$ cat config.mk
export PLATFORM = sky130hd
export DESIGN_NAME = costas_loop_filter_flat
export DESIGN_NICKNAME = d
export VERILOG_FILES = /design/src/rtl/costas_pkg.sv /design/src/rtl/costas_loop_filter_if.sv /design/src/rtl/costas_lock_detector.sv /design/src/rtl/costas_loop_filter.sv /design/src/flat_wrapper.sv
export SDC_FILE = /design/constraint.sdc
export NUM_CORES = 1
export LEC_CHECK = 0
export ABC_AREA = 1
export CAP_MARGIN = 20
export CORE_MARGIN = 5
export CORE_UTILIZATION = 30
export DETAILED_ROUTE_END_ITERATION = 10
export HOLD_SLACK_MARGIN = 0.12
export REMOVE_ABC_BUFFERS = 1
export SYNTH_ARGS = -nofsm -noshare
export SYNTH_HDL_FRONTEND = slang
export SYNTH_SLANG_ARGS = --single-unit
export TNS_END_PERCENT = 50
$ cat constraint.sdc
create_clock -name clk -period 4.6 [get_ports clk]
set_input_delay 0.92 -clock clk [delete_from_list [all_inputs] [get_ports clk]]
set_output_delay 0.92 -clock clk [all_outputs]
set_load 0.005 [all_outputs]
$ cat src/rtl/costas_pkg.sv
// Shared constants, lock-state type and saturating helpers for the Costas loop filter.
package costas_pkg;

    // Error sample format, matching the phase-error detector output.
    localparam int unsigned SYM_WIDTH  = 1;
    localparam int unsigned INT_WIDTH  = 1;
    localparam int unsigned DEC_WIDTH  = 14;
    localparam int unsigned DATA_WIDTH = SYM_WIDTH + INT_WIDTH + DEC_WIDTH;

    // Integrator / NCO control word width.
    localparam int unsigned ACC_WIDTH  = 32;
    localparam int unsigned ALIGN_SHIFT = ACC_WIDTH - DATA_WIDTH;

    // Loop gains expressed as right-shift amounts.
    localparam int unsigned C1_SHIFT_ACQ = 4;
    localparam int unsigned C2_SHIFT_ACQ = 10;
    localparam int unsigned C1_SHIFT_TRK = 6;
    localparam int unsigned C2_SHIFT_TRK = 14;

    // Lock detection.
    localparam logic [DATA_WIDTH-1:0] LOCK_THRESH = 16'h0200;
    localparam int unsigned LOCK_CNT   = 64;
    localparam int unsigned UNLOCK_CNT = 16;
    localparam int unsigned CNT_WIDTH  =
        $clog2((LOCK_CNT > UNLOCK_CNT) ? LOCK_CNT : UNLOCK_CNT);

    typedef enum logic {
        ACQUIRE = 1'b0,
        TRACK   = 1'b1
    } lock_state_t;

    // Clamp a one-bit-wider sum back into the signed ACC_WIDTH range.
    function automatic logic [ACC_WIDTH-1:0] sat_acc(input logic [ACC_WIDTH:0] s);
        logic [ACC_WIDTH-1:0] r;
        if (s[ACC_WIDTH] != s[ACC_WIDTH-1]) begin
            r = s[ACC_WIDTH] ? {1'b1, {(ACC_WIDTH-1){1'b0}}} : {1'b0, {(ACC_WIDTH-1){1'b1}}};
        end else begin
            r = s[ACC_WIDTH-1:0];
        end
        return r;
    endfunction

    // Magnitude of a signed error sample; the most negative code maps to the largest positive.
    function automatic logic [DATA_WIDTH-1:0] abs_sat(input logic [DATA_WIDTH-1:0] e);
        logic [DATA_WIDTH-1:0] r;
        if (e == {1'b1, {(DATA_WIDTH-1){1'b0}}}) begin
            r = {1'b0, {(DATA_WIDTH-1){1'b1}}};
        end else if (e[DATA_WIDTH-1]) begin
            r = (~e) + 1'b1;
        end else begin
            r = e;
        end
        return r;
    endfunction

endpackage

$ cat src/rtl/costas_loop_filter_if.sv
// Sample-in / control-word-out bundle of the Costas loop filter.
interface costas_loop_filter_if;
    import costas_pkg::*;

    logic                  LoopFilterInputValid;
    logic [DATA_WIDTH-1:0] LoopFilterInputData;
    logic                  LoopFilterClear;
    logic                  LoopFilterOutputValid;
    logic [ACC_WIDTH-1:0]  LoopFilterOutputData;
    logic                  LoopFilterLocked;

    // Driver of error samples / consumer of the control word.
    modport master (
        output LoopFilterInputValid,
        output LoopFilterInputData,
        output LoopFilterClear,
        input  LoopFilterOutputValid,
        input  LoopFilterOutputData,
        input  LoopFilterLocked
    );

    // The loop filter itself.
    modport slave (
        input  LoopFilterInputValid,
        input  LoopFilterInputData,
        input  LoopFilterClear,
        output LoopFilterOutputValid,
        output LoopFilterOutputData,
        output LoopFilterLocked
    );

endinterface

$ cat src/rtl/costas_lock_detector.sv
// Lock detector: counts consecutive in/out-of-lock error samples and switches
// between wide-gain acquisition and narrow-gain tracking.
module costas_lock_detector
    import costas_pkg::*;
(
    input  logic                  clk,
    input  logic                  rstn,
    input  logic                  sample_valid,
    input  logic [DATA_WIDTH-1:0] sample,
    input  logic                  clear,
    output lock_state_t           state
);

    lock_state_t          state_q, state_d;
    logic [CNT_WIDTH-1:0] cnt_q, cnt_d;
    logic                 in_lock;

    // Strictly-below-threshold magnitude counts as in lock.
    always_comb begin
        in_lock = (abs_sat(sample) < LOCK_THRESH);
    end

    // Next state / counter; clear overrides any simultaneous sample.
    always_comb begin
        state_d = state_q;
        cnt_d   = cnt_q;
        if (clear) begin
            state_d = ACQUIRE;
            cnt_d   = '0;
        end else if (sample_valid) begin
            case (state_q)
                ACQUIRE: begin
                    if (!in_lock) begin
                        cnt_d = '0;
                    end else if (cnt_q == CNT_WIDTH'(LOCK_CNT - 1)) begin
                        state_d = TRACK;
                        cnt_d   = '0;
                    end else begin
                        cnt_d = cnt_q + 1'b1;
                    end
                end
                TRACK: begin
                    if (in_lock) begin
                        cnt_d = '0;
                    end else if (cnt_q == CNT_WIDTH'(UNLOCK_CNT - 1)) begin
                        state_d = ACQUIRE;
                        cnt_d   = '0;
                    end else begin
                        cnt_d = cnt_q + 1'b1;
                    end
                end
                default: begin
                    state_d = ACQUIRE;
                    cnt_d   = '0;
                end
            endcase
        end
    end

    // State and counter registers.
    always_ff @(posedge clk or negedge rstn) begin
        if (!rstn) begin
            state_q <= ACQUIRE;
            cnt_q   <= '0;
        end else begin
            state_q <= state_d;
            cnt_q   <= cnt_d;
        end
    end

    assign state = state_q;

endmodule

$ cat src/rtl/costas_loop_filter.sv
// Second-order (PI) loop filter for the MPSK Costas loop. Two-stage pipeline:
// stage 1 forms the proportional term and updates the integrator, stage 2 sums
// them into the saturated NCO frequency-control word.
module costas_loop_filter
    import costas_pkg::*;
(
    input  logic                 clk,
    input  logic                 rstn,
    costas_loop_filter_if.slave  lf
);

    lock_state_t                  lock_state;
    logic                         accept;
    logic signed [ACC_WIDTH-1:0]  e_ext;
    logic signed [ACC_WIDTH-1:0]  prop_d;
    logic signed [ACC_WIDTH-1:0]  integ_inc;
    logic        [ACC_WIDTH:0]    integ_sum;
    logic        [ACC_WIDTH-1:0]  integ_d;
    logic        [ACC_WIDTH:0]    out_sum;
    logic        [ACC_WIDTH-1:0]  out_d;

    logic                         v1_q;
    logic signed [ACC_WIDTH-1:0]  prop_q;
    logic signed [ACC_WIDTH-1:0]  integ_q;
    logic                         v2_q;
    logic        [ACC_WIDTH-1:0]  out_q;
    logic                         locked_q;

    costas_lock_detector u_lock (
        .clk          (clk),
        .rstn         (rstn),
        .sample_valid (lf.LoopFilterInputValid),
        .sample       (lf.LoopFilterInputData),
        .clear        (lf.LoopFilterClear),
        .state        (lock_state)
    );

    // Stage-1 datapath: gains come from the lock state before this sample.
    always_comb begin
        accept    = lf.LoopFilterInputValid & ~lf.LoopFilterClear;
        e_ext     = signed'({lf.LoopFilterInputData, {ALIGN_SHIFT{1'b0}}});
        if (lock_state == TRACK) begin
            prop_d    = e_ext >>> C1_SHIFT_TRK;
            integ_inc = e_ext >>> C2_SHIFT_TRK;
        end else begin
            prop_d    = e_ext >>> C1_SHIFT_ACQ;
            integ_inc = e_ext >>> C2_SHIFT_ACQ;
        end
        integ_sum = {integ_q[ACC_WIDTH-1], integ_q} + {integ_inc[ACC_WIDTH-1], integ_inc};
        integ_d   = sat_acc(integ_sum);
    end

    // Stage-2 datapath: always uses the already-updated integrator.
    always_comb begin
        out_sum = {integ_q[ACC_WIDTH-1], integ_q} + {prop_q[ACC_WIDTH-1], prop_q};
        out_d   = sat_acc(out_sum);
    end

    // Stage-1 registers; clear empties the integrator and drops the stage.
    always_ff @(posedge clk or negedge rstn) begin
        if (!rstn) begin
            v1_q    <= 1'b0;
            prop_q  <= '0;
            integ_q <= '0;
        end else if (lf.LoopFilterClear) begin
            v1_q    <= 1'b0;
            integ_q <= '0;
        end else begin
            v1_q <= accept;
            if (accept) begin
                prop_q  <= prop_d;
                integ_q <= signed'(integ_d);
            end
        end
    end

    // Stage-2 registers; output word holds between strobes and across clear.
    // Locked trails the detector by one cycle so it lines up with the triggering output.
    always_ff @(posedge clk or negedge rstn) begin
        if (!rstn) begin
            v2_q     <= 1'b0;
            out_q    <= '0;
            locked_q <= 1'b0;
        end else if (lf.LoopFilterClear) begin
            v2_q     <= 1'b0;
            locked_q <= 1'b0;
        end else begin
            v2_q     <= v1_q;
            locked_q <= (lock_state == TRACK);
            if (v1_q) begin
                out_q <= out_d;
            end
        end
    end

    assign lf.LoopFilterOutputValid = v2_q;
    assign lf.LoopFilterOutputData  = out_q;
    assign lf.LoopFilterLocked      = locked_q;

endmodule

$ cat src/flat_wrapper.sv
// flat-port wrapper written by rule: the top's interface ports become plain ports
module costas_loop_filter_flat import costas_pkg::*;
  (clk, rstn, lf_LoopFilterInputValid, lf_LoopFilterInputData, lf_LoopFilterClear, lf_LoopFilterOutputValid, lf_LoopFilterOutputData, lf_LoopFilterLocked);
  costas_loop_filter_if lf_i ();
  input  logic clk;
  input  logic rstn;
  input wire logic [$bits(lf_i.LoopFilterInputValid)-1:0] lf_LoopFilterInputValid;
  input wire logic [$bits(lf_i.LoopFilterInputData)-1:0] lf_LoopFilterInputData;
  input wire logic [$bits(lf_i.LoopFilterClear)-1:0] lf_LoopFilterClear;
  output wire logic [$bits(lf_i.LoopFilterOutputValid)-1:0] lf_LoopFilterOutputValid;
  output wire logic [$bits(lf_i.LoopFilterOutputData)-1:0] lf_LoopFilterOutputData;
  output wire logic [$bits(lf_i.LoopFilterLocked)-1:0] lf_LoopFilterLocked;
  assign lf_i.LoopFilterInputValid = lf_LoopFilterInputValid;
  assign lf_i.LoopFilterInputData = lf_LoopFilterInputData;
  assign lf_i.LoopFilterClear = lf_LoopFilterClear;
  assign lf_LoopFilterOutputValid = lf_i.LoopFilterOutputValid;
  assign lf_LoopFilterOutputData = lf_i.LoopFilterOutputData;
  assign lf_LoopFilterLocked = lf_i.LoopFilterLocked;
  costas_loop_filter u_core (.clk(clk), .rstn(rstn), .lf(lf_i));
endmodule
==> impl_results.md, run 1 <==
* # rows at 57
* Layout Cells excl Fill at between 1500 and 2000
* Slowest stage cell, crit path: clkdlybuf4s50_1
* Number of global-route vias before repair at ~7300
* Vias per std cell at 4.932
* Filler cells at 2669
* Global-route wire length before repair at between 30000 and 40000 µm
* Inst Count DP at approximately 1500
* WL met1 at roughly 11000 µm
* Fmax at approximately 240 MHz
* Relative slew slack at between 30% and 40%
* Routed len/inst at between 15 and 20 µm
* Placer Congestion at between 0.9 and 1
* Routed WL at ~23000 µm
* Prevailing post-synth register cell: dfrtp_1
* Status: completed
* Arrival @ worst endpoint at 4.46 ns
* Power density over the cells at about 540 nW/µm²
* IO Port Bufs at 53
* Post-synthesis cell area at 7497 µm²
* Cell mode on critical path: nand2_1
* Height of the die at roughly 170 µm
* Clock transition at the registers of the reported paths at roughly 0.070 ns
* Leading area contributor after synthesis: dfrtp_1
* Drt initial violations at 502
* H-Tree Depth at 3
* Final period util at between 90 and 100%
* Register bit count reported by yosys at 90
* Routed vias at 7521
* CTS resizes at 0
* Final net count at 1272
* Met3 WL at ~1100 µm
* ANT nets after route at 0
* Worst Tran Pin Value at approximately 0.9 ns
* Final Hold Fails at 0
* # clock sinks at 90
* CP Launch Type: input pin
* Setup TNS at 0 ns
* Critical Path RT at roughly 4.9 ns
* DR WL met2 at between 10000 and 15000 µm
* Synth async-reset ratio at between 90% and 100%
* Worst Path Max Fanout at 21
* Number of synthesized flops with an enable pin at 0
* Clock Latency Late Sink at 0.36 ns
* Setup CP Type: input pin to flip-flop
* Family with the most delay on the worst path: simple AND/OR/NAND/NOR gates
* Initial antenna violation count at 0
* Core Area at roughly 24000 µm²
* Share of cells above drive strength 1 at under 10%
* Hold Buf Count CTS at 0
* DPL Wire Length at approximately 19000 µm
* Max rail drop VDD at 241.1 µV
* Top cell type's share of synthesized area at a little under a third
* Postcts setup bufs at 0
* Post-synthesis area per instance at approximately 6.5 µm²
* Sequential element share of the synthesized area at between 30% and 40%
* Pins Over Slew Limit at 0
* Top layer in use: met4
* Die footprint at 28250 µm²
* Root Driver: clkbuf_16
* Total CTS buffers at 9
* Overall Global Routing Usage at between 10% and 20%
* Worst Path Buf+Inv at 4
* RSZ-0062 raised after global routing: no
* Area Overhead vs Synth at 15.97%
* Most frequent cells after synthesis: 366 x nand2_1, 129 x nor2_1, 120 x inv_1, 105 x a21oi_1, 90 x dfrtp_1
* CTS tree: done
* Leak at between 4 and 5 nW
* Hold WS at about 0.49 ns
* 1st-pass router iterations at 6
* Pin count of the biggest net entering global routing at between 50 and 60
* # setup viols final at 0
* Top-count cell post-synth: nand2_1
* # diodes at 0
* Synth cell types at 35
* Initial Utilization at between 30% and 40%
* Area contributors post-synth: dfrtp_1 30%, nand2_1 18%, ha_1 9.0%, a21oi_1 7.0%, nor2_1 6.5%
* Drc violations at 0
* Worst setup EP type: flip-flop
* Ys Warns at 0
* Clock Skew at approximately 0.012 ns
* CP peak stage delay at 0.50 ns
* # IOs at 54
* Crit path time final at between 4 and 5 ns
* Worst-case clock buffer depth at 2
* Maximum capacitance violations at 0
* Worst hold-check path type: flip-flop to flip-flop
* Die Width at around 170 µm
* Synth Instances at between 1000 and 1500
* Global route total overflow at 0
* Worst path cell trace: clkdlybuf4s50_1, nand2_1, nand2_1, ha_1, a21oi_1, o21ai_0, nand2_1, nand3_1, nand2_1, nand3_1, nand2_1, nand3_1, xor2_1, ha_1, inv_1, buf_4, nand3_2, buf_4, nand3_1, nand2_1
-- cell type report --
class                           count  area, µm²  area share (%)
Clock buffer                        9      225.2           2.590
Inverter                          121      454.2           5.224
Clock inverter                      7      71.32          0.8203
Tap cell                          324      405.4           4.663
Timing Repair Buffer               66      658.1           7.569
Sequential cell                    90       2252           25.90
Multi-Input combinational cell    908       4628           53.23
-- where the power goes --
group,switching (mW),internal [mW],leakage [nW]
registers,0.195,1.03,1.11
logic,1.67,1.10,3.16
clock network,0.358,0.382,0.139
total,2.22,2.51,4.41
-- final timing paths --
path	endpoint	start	slack, ns	depth (start not counted)
worst max-delay path	u_core.integ_q[28]$_DFFE_PN0P_	lf_LoopFilterInputData[0]	0.44	20
worst min-delay path	u_core.prop_q[26]$_DFFE_PN0P_	u_core.prop_q[26]$_DFFE_PN0P_	0.49	2
worst max register to register	u_core.integ_q[28]$_DFFE_PN0P_	u_core.u_lock.state$_DFFE_PN0P_	0.63	20
worst min register to register	u_core.prop_q[26]$_DFFE_PN0P_	u_core.prop_q[26]$_DFFE_PN0P_	0.49	2
max in group asynchronous	u_core.lf.LoopFilterOutputData[9]$_DFFE_PN0P_	rstn	2.99	2
min in group asynchronous	u_core.lf.LoopFilterOutputData[28]$_DFFE_PN0P_	rstn	0.59	1
-- kinds of logic (layout without fill, tap and decap cells) --
group | Yosys count | count (layout) | share of synthesized area (%)
buffers and inverters | 151 | 203 | 8.461
and+or+nand+nor | 641 | 641 | 35.90
xor gates and xnor gates | 25 | 25 | 2.921
AOI/OAI and AO/OA | 186 | 186 | 13.13
adders and majority gates | 56 | 56 | 9.546
DFF | 90 | 90 | 30.04
-- tightest hold or removal path, stage by stage (launching register included) --
cell	delay, ns
dfrtp_1	0.35
nand2_1	0.06
nand2_1	0.05
-- per-layer routing --
metal	up-vias	track usage (%)
met5	-	0
met4	0	4.622
met3	34	1.852
met2	203	26.87
met1	3442	23.39
li1	3842	-
-- state kept, by name, indices dropped and copies added, names as in the netlist --
| signal | count |
|---|---|
| u_core.v1_q | 1 |
| u_core.u_lock.state | 1 |
| u_core.prop_q | 18 |
| u_core.lf.LoopFilterOutputData | 31 |
| u_core.lf.LoopFilterLocked | 1 |
| u_core.u_lock.cnt_q | 6 |
| u_core.lf.LoopFilterOutputValid | 1 |
| u_core.integ_q | 31 |
-- stage by stage --
stage | utilization [%] | setup WS (ns) | area [µm²] | total power, mW
global placement | 34.22 | 0.1145 | 8371 | 3.988
finish | 35.54 | 0.4369 | 8695 | 4.731
floorplan | - | 0.4932 | 7317 | 2.968
CTS | 35.43 | 0.4661 | 8667 | 4.743
detailed placement | 34.22 | 0.09781 | 8371 | 3.971
global route | 35.54 | 0.1389 | 8695 | 5.183
-- cell usage in the layout (no fill, tap or decap), drive strengths merged --
cell / count
a21o: 1
a21oi: 106
a31oi: 13
and2: 2
and3: 1
buf: 14
clkbuf: 9
clkdlybuf4s50: 52
clkinv: 3
clkinvlp: 2
dfrtp: 90
fa: 2
ha: 54
inv: 123
nand2: 372
nand3: 98
nand3b: 4
nand4: 16
nor2: 130
nor3: 14
nor4: 3
o21a: 4
o21ai: 58
o21bai: 4
or2: 1
xnor2: 9
xor2: 16
No activity file was read; power rests on OpenSTA's default activity.
==> run 2: changes to the inputs <==
--- a/config.mk
+++ b/config.mk
@@ -6,7 +6,7 @@
 export NUM_CORES = 1
 export LEC_CHECK = 0
 export ABC_AREA = 1
-export CAP_MARGIN = 20
+export CAP_MARGIN = 25
 export CORE_MARGIN = 5
 export CORE_UTILIZATION = 30
 export DETAILED_ROUTE_END_ITERATION = 10
==> run 2 against run 1 <==
Compared with the run above:
- maximum frequency fell by 0.13%
- wire length is 0.33% higher
- worst hold slack worse by 0.0024 ns
- critical endpoint is now u_core.integ_q[11]$_DFFE_PN0P_
- largest cell class unchanged
==> impl_results.md, run 2 (synthesis results as in run 1) <==
* Max rail drop VDD at about 240 µV
* Root Driver: clkbuf_16
* RSZ-0062 raised after global routing: no
* Pins Over Slew Limit at 0
* Sw frac at between 40% and 50%
* Multi-input logic area at about 4600 µm²
* DPL Wire Length at between 15000 and 20000 µm
* Family with the most delay on the worst path: simple AND/OR/NAND/NOR gates
* Drt initial violations at 605
* Crit path time final at roughly 4.2 ns
* # IOs at between 50 and 60
* Final Hold Fails at 0
* Clock Skew at between 0.01 and 0.015 ns
* Worst-case clock buffer depth at 2
* IO Port Bufs at between 50 and 60
* Core Area at 24460 µm²
* Setup CP Type: input pin to flip-flop
* # clock sinks at 90
* Int Pwr at approximately 2.6 mW
* CP Launch Type: input pin
* Total CTS buffers at 9
* Area Overhead vs Synth at 16.49%
* Initial antenna violation count at 0
* Filler cells at 2674
* Commonest cells after routing, fill and taps aside: 366 x nand2_1, 126 x nor2_1, 120 x inv_1, 105 x a21oi_1, 90 x dfrtp_1
* # rows at 57
* Setup TNS at 0 ns
* Share of cells above drive strength 1 at about 4.7%
* Status: completed
* Dpl ws at approximately 0.090 ns
* Worst hold-check path type: flip-flop to flip-flop
* Seq pwr share at roughly 25%
* CP peak stage delay at about 0.57 ns
* Pin count of the biggest net entering global routing at 52
* Crit Reg-Reg Startpoint: u_core.u_lock.state$_DFFE_PN0P_
* H-Tree Depth at 3
* Reg2reg path depth at 20
* Hold Startpoint: u_core.prop_q[26]$_DFFE_PN0P_
* Number of global-route vias before repair at between 7000 and 8000
* Drc violations at 0
* Height of the die at roughly 170 µm
* Worst setup EP type: flip-flop
* Postcts setup bufs at 0
* Vias per std cell at roughly 5.0
* R2r endpoint: u_core.integ_q[11]$_DFFE_PN0P_
* Slowest stage cell, crit path: clkdlybuf4s50_1
* Final net count at 1272
* Final period util at between 90% and 100%
* Leak at roughly 4.4 nW
* Switching power at 2.217 mW
* Worst Tran Pin Value at 0.8968 ns
* Sequential cell area at around 2300 µm²
* Post-place instance area at 8398 µm²
* Clock share of power at around 17%
* ANT nets after route at 0
* Overall Global Routing Usage at between 15 and 20%
* Power density over the cells at ~550 nW/µm²
* Die footprint at 28250 µm²
* Global route total overflow at 0
* Top layer in use: met4
* Global-route wire length before repair at about 38000 µm
* Placer Congestion at 0.9460
* Initial Utilization at between 30% and 40%
* Maximum capacitance violations at 0
* Arrival @ worst endpoint at between 4 and 5 ns
* WL met1 at between 10000 and 15000 µm
* Worst Path Max Fanout at 21
* Power Total at about 4.8 mW
* Finished Core Util at between 30% and 40%
* Clock transition at the registers of the reported paths at around 0.07 ns
* Leading cell type in the layout, fill and taps excluded: nand2_1
* Routed WL at 23350 µm
* Worst Path Buf+Inv at 5
* DR WL met2 at about 10000 µm
* Setup crit start: lf_LoopFilterInputData[8]
* Cell mode on critical path: nand2_1
* Die Width at about 170 µm
* Worst path cell trace: clkdlybuf4s50_1, nand2_1, nand2_1, ha_1, inv_1, o21ai_0, a21oi_1, nand3_1, nand2_1, nand3_1, nand2_1, nand3_1, xor2_1, ha_1, inv_1, buf_4, nand3_2, buf_4, nand3_1, nand2_1
* Fmax at roughly 240 MHz
* Hold Path Sink: u_core.prop_q[26]$_DFFE_PN0P_
* Logic gate share of total power at 57.3%
* WHS Path Cells at 2
* 1st-pass router iterations at 5
* Hold Buf Count CTS at 0
* CTS tree: done
* Routed vias at between 7000 and 8000
* Finished Cell Area at ~8700 µm²
* Critical Path RT at 4.89 ns
* Routed len/inst at between 15 and 20 µm
* Final worst slack at ~0.43 ns
* Met3 WL at approximately 1300 µm
* Clock Latency Late Sink at 0.36 ns
* # setup viols final at 0
* Relative slew slack at around two fifths
* CTS resizes at 0
* R2r setup slk at around 0.63 ns
* # diodes at 0
[run 2: cell types whose count changed in the layout (fill, tap and decap cells not counted)]
cell and change:
clkinvlp_4 -1, inv_6 +1, inv_8 -2, bufinv_16 +2
[run 2: per-stage QoR]
step           cells  hold WS, ns
4_1_cts         1525       0.4956
6_report        1525       0.4884
2_1_floorplan   1119       0.4530
3_3_place_gp    1508       0.4688
3_5_place_dp    1509       0.4761
5_1_grt         1525       0.5334
[run 2: power groups by stage]
stage                     combinational [mW]  sequential [mW]  clock (mW)
after floorplan                         1.77             1.20           0
after global placement                  2.75             1.24           0
after detailed placement                2.75             1.24           0
after CTS                               2.77             1.23       0.857
after global routing                    3.11             1.26       0.890
final                                   2.77             1.23       0.837
[run 2: final cells by class]
class / count / area share, %
Clock buffer: 9 / 2.579
Clock inverter: 7 / 1.261
Inverter: 121 / 5.201
Multi-Input combinational cell: 908 / 52.99
Sequential cell: 90 / 25.79
Tap cell: 324 / 4.642
Timing Repair Buffer: 66 / 7.536
[run 2: tightest hold or removal path, stage by stage (launching register included)]
cell and delay, ns:
dfrtp_1 0.35, nand2_1 0.06, nand2_1 0.05
[run 2: layer usage]
| layer | global-route usage (%) | up-vias |
|---|---|---|
| met4 | 4.940 | 0 |
| met3 | 2.181 | 31 |
| met5 | 0 | - |
| met2 | 26.54 | 199 |
| li1 | - | 3846 |
| met1 | 23.38 | 3484 |
[run 2: worst max-delay path by stage]
stage / slack (ns) / cells past startpoint / end
final: 0.43 / 20 / u_core.integ_q[11]$_DFFE_PN0P_
after global routing: 0.10 / 20 / u_core.integ_q[26]$_DFFE_PN0P_
after CTS: 0.46 / 20 / u_core.integ_q[12]$_DFFE_PN0P_
after detailed placement: 0.09 / 20 / u_core.integ_q[28]$_DFFE_PN0P_
after global placement: 0.11 / 20 / u_core.integ_q[28]$_DFFE_PN0P_
after floorplan: 0.49 / 6 / u_core.u_lock.state$_DFFE_PN0P_
==> run 3: changes to the inputs <==
--- a/config.mk
+++ b/config.mk
@@ -12,6 +12,7 @@
 export DETAILED_ROUTE_END_ITERATION = 10
 export HOLD_SLACK_MARGIN = 0.12
 export REMOVE_ABC_BUFFERS = 1
+export SKIP_CTS_REPAIR_TIMING = 1
 export SYNTH_ARGS = -nofsm -noshare
 export SYNTH_HDL_FRONTEND = slang
 export SYNTH_SLANG_ARGS = --single-unit
==> results of run 3 <==
No change in the layout: final DEF, timing and power equal those of run 2.
